**src/rtl/dot_acc_pkg.sv**
```systemverilog
// Shared types and helpers for the dot-product accumulator.
package dot_acc_pkg;

   // Result-path states: accumulate, fold in the last product, present result.
   typedef enum logic [1:0] {
      S_ACC   = 2'd0,
      S_FLUSH = 2'd1,
      S_OUT   = 2'd2
   } state_t;

   // Width that holds vec_len full-scale 8-bit products without overflow.
   function automatic int acc_width(input int vec_len);
      return 8 + $clog2(vec_len);
   endfunction

endpackage

```
**src/rtl/array_multiplier_4x4.sv**
```systemverilog
// Unsigned 4x4 array multiplier: AND-gate partial products summed by
// rows of ripple-carry full adders, one row per bit of b_i.
module array_multiplier_4x4 (
   input  logic [3:0] a_i,
   input  logic [3:0] b_i,
   output logic [7:0] product_o
);

   logic [3:0] run;    // running partial sum, aligned to the current row weight
   logic [3:0] pp;     // partial product of the current row
   logic [4:0] sum;    // current row adder output
   logic       carry;  // ripple carry inside a row

   // Add each partial-product row into the running sum, retiring one LSB per row.
   always_comb begin
      // NOTE: every variable gets a value before any branch or loop reads it, so
      // no storage is implied; blocking '=' is correct here because each
      // statement consumes the value produced by the previous one.
      product_o = '0;
      pp        = a_i & {4{b_i[0]}};
      sum       = '0;
      carry     = 1'b0;
      product_o[0] = pp[0];
      run       = {1'b0, pp[3:1]};
      for (int i = 1; i < 4; i++) begin
         pp    = a_i & {4{b_i[i]}};
         carry = 1'b0;
         for (int j = 0; j < 4; j++) begin
            sum[j] = run[j] ^ pp[j] ^ carry;
            carry  = (run[j] & pp[j]) | (carry & (run[j] ^ pp[j]));
         end
         sum[4]       = carry;
         product_o[i] = sum[0];
         run          = sum[4:1];
      end
      product_o[7:4] = run;
   end

endmodule

```
**src/rtl/dot_product_acc_4x4.sv**
```systemverilog
// Sequential dot-product engine: multiplies a stream of 4-bit operand pairs,
// accumulates VEC_LEN registered products and hands the sum off over a
// valid/ready port, holding it until consumed.
module dot_product_acc_4x4
   import dot_acc_pkg::*;
#(
   parameter  int VEC_LEN = 8,
   localparam int ACC_W   = acc_width(VEC_LEN)
) (
   input  logic             clk_i,
   input  logic             rst_ni,
   input  logic             clear_i,
   input  logic [3:0]       a_i,
   input  logic [3:0]       b_i,
   input  logic             valid_i,
   output logic             ready_o,
   output logic [ACC_W-1:0] result_o,
   output logic             valid_o,
   input  logic             ready_i
);

   // A one-bit counter still works for VEC_LEN == 1; it simply never advances.
   localparam int              CNT_W = (VEC_LEN > 1) ? $clog2(VEC_LEN) : 1;
   localparam logic [CNT_W-1:0] LAST  = CNT_W'(VEC_LEN - 1);

   state_t             state_q;
   logic [CNT_W-1:0]   cnt_q;
   logic [7:0]         prod_q;
   logic               prod_vld_q;
   logic [ACC_W-1:0]   acc_q;
   logic [ACC_W-1:0]   result_q;
   logic [7:0]         product;
   logic               accept;

   array_multiplier_4x4 u_mult (
      .a_i       (a_i),
      .b_i       (b_i),
      .product_o (product)
   );

   // Outputs decode only from registers; no input reaches an output combinationally.
   assign ready_o  = (state_q == S_ACC);
   assign valid_o  = (state_q == S_OUT);
   assign result_o = result_q;

   // A pair is taken only while accumulating and never in a clear cycle.
   assign accept = valid_i && (state_q == S_ACC) && !clear_i;

   // Control: vector beat counter and result-handshake state machine.
   always_ff @(posedge clk_i or negedge rst_ni) begin
      // NOTE: registers use non-blocking '<=' so every flop samples the values
      // from before the edge, independent of statement order.
      if (!rst_ni) begin
         state_q <= S_ACC;
         cnt_q   <= '0;
      end else if (clear_i) begin
         state_q <= S_ACC;
         cnt_q   <= '0;
      end else begin
         unique case (state_q)
            S_ACC: begin
               if (accept) begin
                  if (cnt_q == LAST) begin
                     cnt_q   <= '0;
                     state_q <= S_FLUSH;
                  end else begin
                     cnt_q <= cnt_q + 1'b1;
                  end
               end
            end
            S_FLUSH: state_q <= S_OUT;
            S_OUT:   if (ready_i) state_q <= S_ACC;
            default: state_q <= S_ACC;
         endcase
      end
   end

   // Datapath: product register, accumulator and held result.
   always_ff @(posedge clk_i or negedge rst_ni) begin
      if (!rst_ni) begin
         prod_q     <= '0;
         prod_vld_q <= 1'b0;
         acc_q      <= '0;
         result_q   <= '0;
      end else if (clear_i) begin
         // The held result survives an abort; only the partial vector is dropped.
         prod_vld_q <= 1'b0;
         acc_q      <= '0;
      end else begin
         prod_vld_q <= accept;
         if (accept) begin
            prod_q <= product;
         end
         if (state_q == S_FLUSH) begin
            // The last product is still in prod_q; fold it in directly.
            result_q <= acc_q + ACC_W'(prod_q);
            acc_q    <= '0;
         end else if (prod_vld_q) begin
            acc_q <= acc_q + ACC_W'(prod_q);
         end
      end
   end

endmodule
```
**config.mk**
```make
export PLATFORM = sky130hd
export DESIGN_NAME = dot_product_acc_4x4
export DESIGN_NICKNAME = d
export VERILOG_FILES = /design/src/rtl/dot_acc_pkg.sv /design/src/rtl/array_multiplier_4x4.sv /design/src/rtl/dot_product_acc_4x4.sv
export SDC_FILE = /design/constraint.sdc
export NUM_CORES = 1
export LEC_CHECK = 0
export ABC_AREA = 0
export CORE_ASPECT_RATIO = 2
export CORE_MARGIN = 10
export CORE_UTILIZATION = 59
export CTS_CLUSTER_SIZE = 10
export DETAILED_ROUTE_END_ITERATION = 10
export GPL_TIMING_DRIVEN = 1
export HOLD_SLACK_MARGIN = 0.1
export PLACE_DENSITY_LB_ADDON = 0.05
export SYNTH_ARGS = -nofsm -noshare
export SYNTH_HDL_FRONTEND = slang
export SYNTH_HIERARCHICAL = 1
export SYNTH_SLANG_ARGS = --single-unit
```
**constraint.sdc**
```tcl
create_clock -name clk_i -period 5.22 [get_ports clk_i]
set_input_delay 1.044 -clock clk_i [delete_from_list [all_inputs] [get_ports clk_i]]
set_output_delay 1.044 -clock clk_i [all_outputs]
set_load 0.1 [all_outputs]
```
==> results_dict.tcl <==
set metrics [dict create \
    clock-root-buffer "clkbuf_8" \
    worstMarginPinSlew_ps 977 \
    worstSetupPathType "input port to flop" \
    rr_startpoint "prod_q[0]$_DFFE_PN0P_" \
    clk_pin_slew_ps 70 \
    regArea_um2 901 \
    coreArea_um2 3420 \
    whs_ps 478 \
    hold_path_startpoint "result_o[9]$_DFFE_PN0P_" \
    yosysWarnings 6 \
    dp_hpwl_mm 3.59 \
    netlist_instances 205 \
    n_antenna_cell 0 \
    vdd_ir_drop_max_mv 0.238 \
    synth_compound_area_share_pct 11.6 \
    first_pass_iters 4 \
    multi_input_area_um2 1150 \
    period_share_pct 96.8 \
    arrival_ps 5230 \
    grt_pass1_vias 1753 \
    cap_violations 0 \
    swShare_pct 32.5 \
    io_buffers 25 \
    final_common_cell "dfrtp_1" \
    layout-drive-gt1-share_pct 13.0 \
    htreeDepth 2 \
    nets 274 \
    synth.area.mux_share_pct 7.27 \
    max_freq_ghz 0.198 \
    relSlewSlack_pct 34.7 \
    drc 0 \
    hold_class "flop to flop" \
    clockPowerShare_pct 29.2 \
    syn_nets 241 \
    p_per_area_nw_per_um2 318 \
    drt.antenna.violating_nets 0 \
    ys_ff_latch 36 \
    critical_path_required_ps 5390 \
    grt_pass1_wl_mm 7.63 \
    post_drt_wl_per_cell_um 15.7 \
    fp.dieW_um 62.4 \
    period_needed_ps 5050 \
    synth_top_family_by_area "adder cells" \
    synth_area_um2 2120 \
    status "completed" \
    yosys.area_share.simple_pct 13.8 \
    rsz0062_at_grt "no" \
    ios 26 \
    start_util_pct 62.0 \
    syn_avg_cell_area_um2 10.3 \
    dieArea_um2 6530 \
    cp-end-kind "flop" \
    yosysUniqueCellTypes 28 \
    pwr-share-seq_pct 40.8 \
    dr.first_iter.drc_count 35 \
    p_switching_mw 0.265 \
    area_growth_pct 21.2 \
    cts_made_buffers 5 \
    reg2reg_depth 6 \
    synth_xor_area_share_pct 4.55 \
    vias 1598 \
    cp-start-kind "input port" \
    rr_endpoint "result_o[6]$_DFFE_PN0P_" \
    clock-skew-final_ps 6.45 \
    synthAdderAreaFrac_pct 16.8 \
    clk_latency_ps 290 \
    power.internal_mw 0.551 \
    rows 30 \
    ys_seq_area_share_pct 42.6 \
    routed_wirelength_mm 4.49 \
    grt_max_degree 37 \
    pwr-share-comb_pct 30.0 \
    min_path_cells 2 \
    cts.sinks 36 \
    via_per_inst 5.57 \
    fill_cells 238 \
    drv_slew 0 \
    gp_congestion 0.797 \
    grt_usage_pct 14.1 \
    total_power_mw 0.815 \
    fp.dieH_um 105 \
    crit_fanout 2 \
    r2r_slack_ps 2880 \
    cts_buffer_depth 2 \
    hold_viol 0 \
    grt_overflow 0 \
    total_leakage_power_nw 1.20 \
    setup_viol_count_final 0 \
    tritoncts "yes" \
    final_cell_mix "dfrtp_1, nand2_1, clkdlybuf4s50_1, o21ai_0, ha_1" \
    grt_antenna_before_repair 0 \
    holdPathEnd "result_o[9]$_DFFE_PN0P_" \
]
==> kinds of logic after synthesis <==
family	count (synthesis)
AO/OA/AOI/OAI	41
XOR/XNOR	11
adder cells (fa/ha/maj)	23
buffers and inverters	18
flip-flops	36
multiplexers	14
AND/OR/NAND/NOR	62
==> critical path: stages <==
cell	delay [ps]
clkdlybuf4s50_1	480
and2_1	140
ha_1	150
inv_1	50
fa_1	370
fa_1	480
inv_1	50
fa_2	380
fa_1	390
fa_1	480
inv_1	50
fa_2	380
fa_1	480
inv_1	40
mux2_2	250
==> metal layers <==
metal	up-vias	track usage (%)	share of wire (%)	routed length, um
met5	-	0	0	0
li1	763	-	-	-
met4	0	8.20	3.6	163
met1	772	12.4	36	1620
met3	15	3.64	4.6	206
met2	48	27.4	56	2510
==> synthesized netlist by cell type <==
cell | count | area, um^2
and2_1 | 11 | 68.8
a21o_1 | 4 | 30.0
nand3_1 | 5 | 25.0
nand2_1 | 25 | 93.8
a211oi_1 | 3 | 22.5
a221oi_2 | 1 | 15.0
o22ai_1 | 3 | 18.8
nor3_1 | 3 | 15.0
xnor2_1 | 7 | 61.3
nand2b_1 | 3 | 18.8
o211ai_1 | 4 | 30.0
buf_4 | 1 | 7.51
a21oi_1 | 12 | 60.1
or2_2 | 2 | 12.5
or3_1 | 1 | 6.26
xor2_1 | 4 | 35.0
o21ai_0 | 14 | 70.1
dfrtp_1 | 36 | 901
inv_1 | 13 | 48.8
fa_1 | 9 | 180
mux2_2 | 11 | 124
nor2b_1 | 1 | 6.26
nor2_2 | 1 | 6.26
mux2i_1 | 3 | 30.0
clkbuf_1 | 4 | 15.0
nor2_1 | 9 | 33.8
and3_1 | 1 | 6.26
ha_1 | 14 | 175
==> cell type report <==
type / instances / area share, %
clock buffers: 6 / 2.83
clock inverters: 2 / 1.37
inverters: 13 / 1.90
multi-input cells: 151 / 44.9
flip-flops and latches: 36 / 35.1
well taps: 48 / 2.34
repair buffers: 31 / 11.5
==> flip-flops by register name, summed over array words and instances (netlist names) <==
name	cells
acc_q	11
result_o	11
prod_q	8
cnt_q	3
state_q	2
prod_vld_q	1
==> worst max-delay path by stage <==
stage,from,end,depth (start not counted)
finish,a_i[1],prod_q[6]$_DFFE_PN0P_,15
global route,a_i[1],prod_q[6]$_DFFE_PN0P_,15
CTS,a_i[1],prod_q[6]$_DFFE_PN0P_,15
detailed placement,a_i[1],prod_q[6]$_DFFE_PN0P_,15
global placement,b_i[0],prod_q[6]$_DFFE_PN0P_,15
floorplan,b_i[0],prod_q[6]$_DFFE_PN0P_,14
==> power by group through the flow <==
stage               clock (mW)  combinational [mW]  sequential (mW)
floorplan                    0               0.154            0.351
global placement             0               0.229            0.335
detailed placement           0               0.240            0.337
CTS                      0.241               0.243            0.332
global route             0.252               0.267            0.336
finish                   0.238               0.244            0.333
==> per-stage QoR <==
step / setup TNS, ps / util [%] / cells / setup WS (ps) / area (um^2)
2_1_floorplan: 0 / - / 205 / 371 / 2120
3_3_place_gp: -152 / 71.7 / 279 / -152 / 2450
3_5_place_dp: -333 / 71.7 / 279 / -278 / 2450
4_1_cts: 0 / 74.9 / 287 / 26.0 / 2560
5_1_grt: 0 / 75.1 / 287 / 38.1 / 2560
6_report: 0 / 75.1 / 287 / 166 / 2560
==> repair_timing <==
item / 4_1_cts / 5_1_grt
hold buffers: 0 / 0
gates resized for setup: 0 / 3
setup endpoints to repair: 0 / 1
setup buffers: 0 / 0
Note: power is estimated with default switching activity, not from simulation.
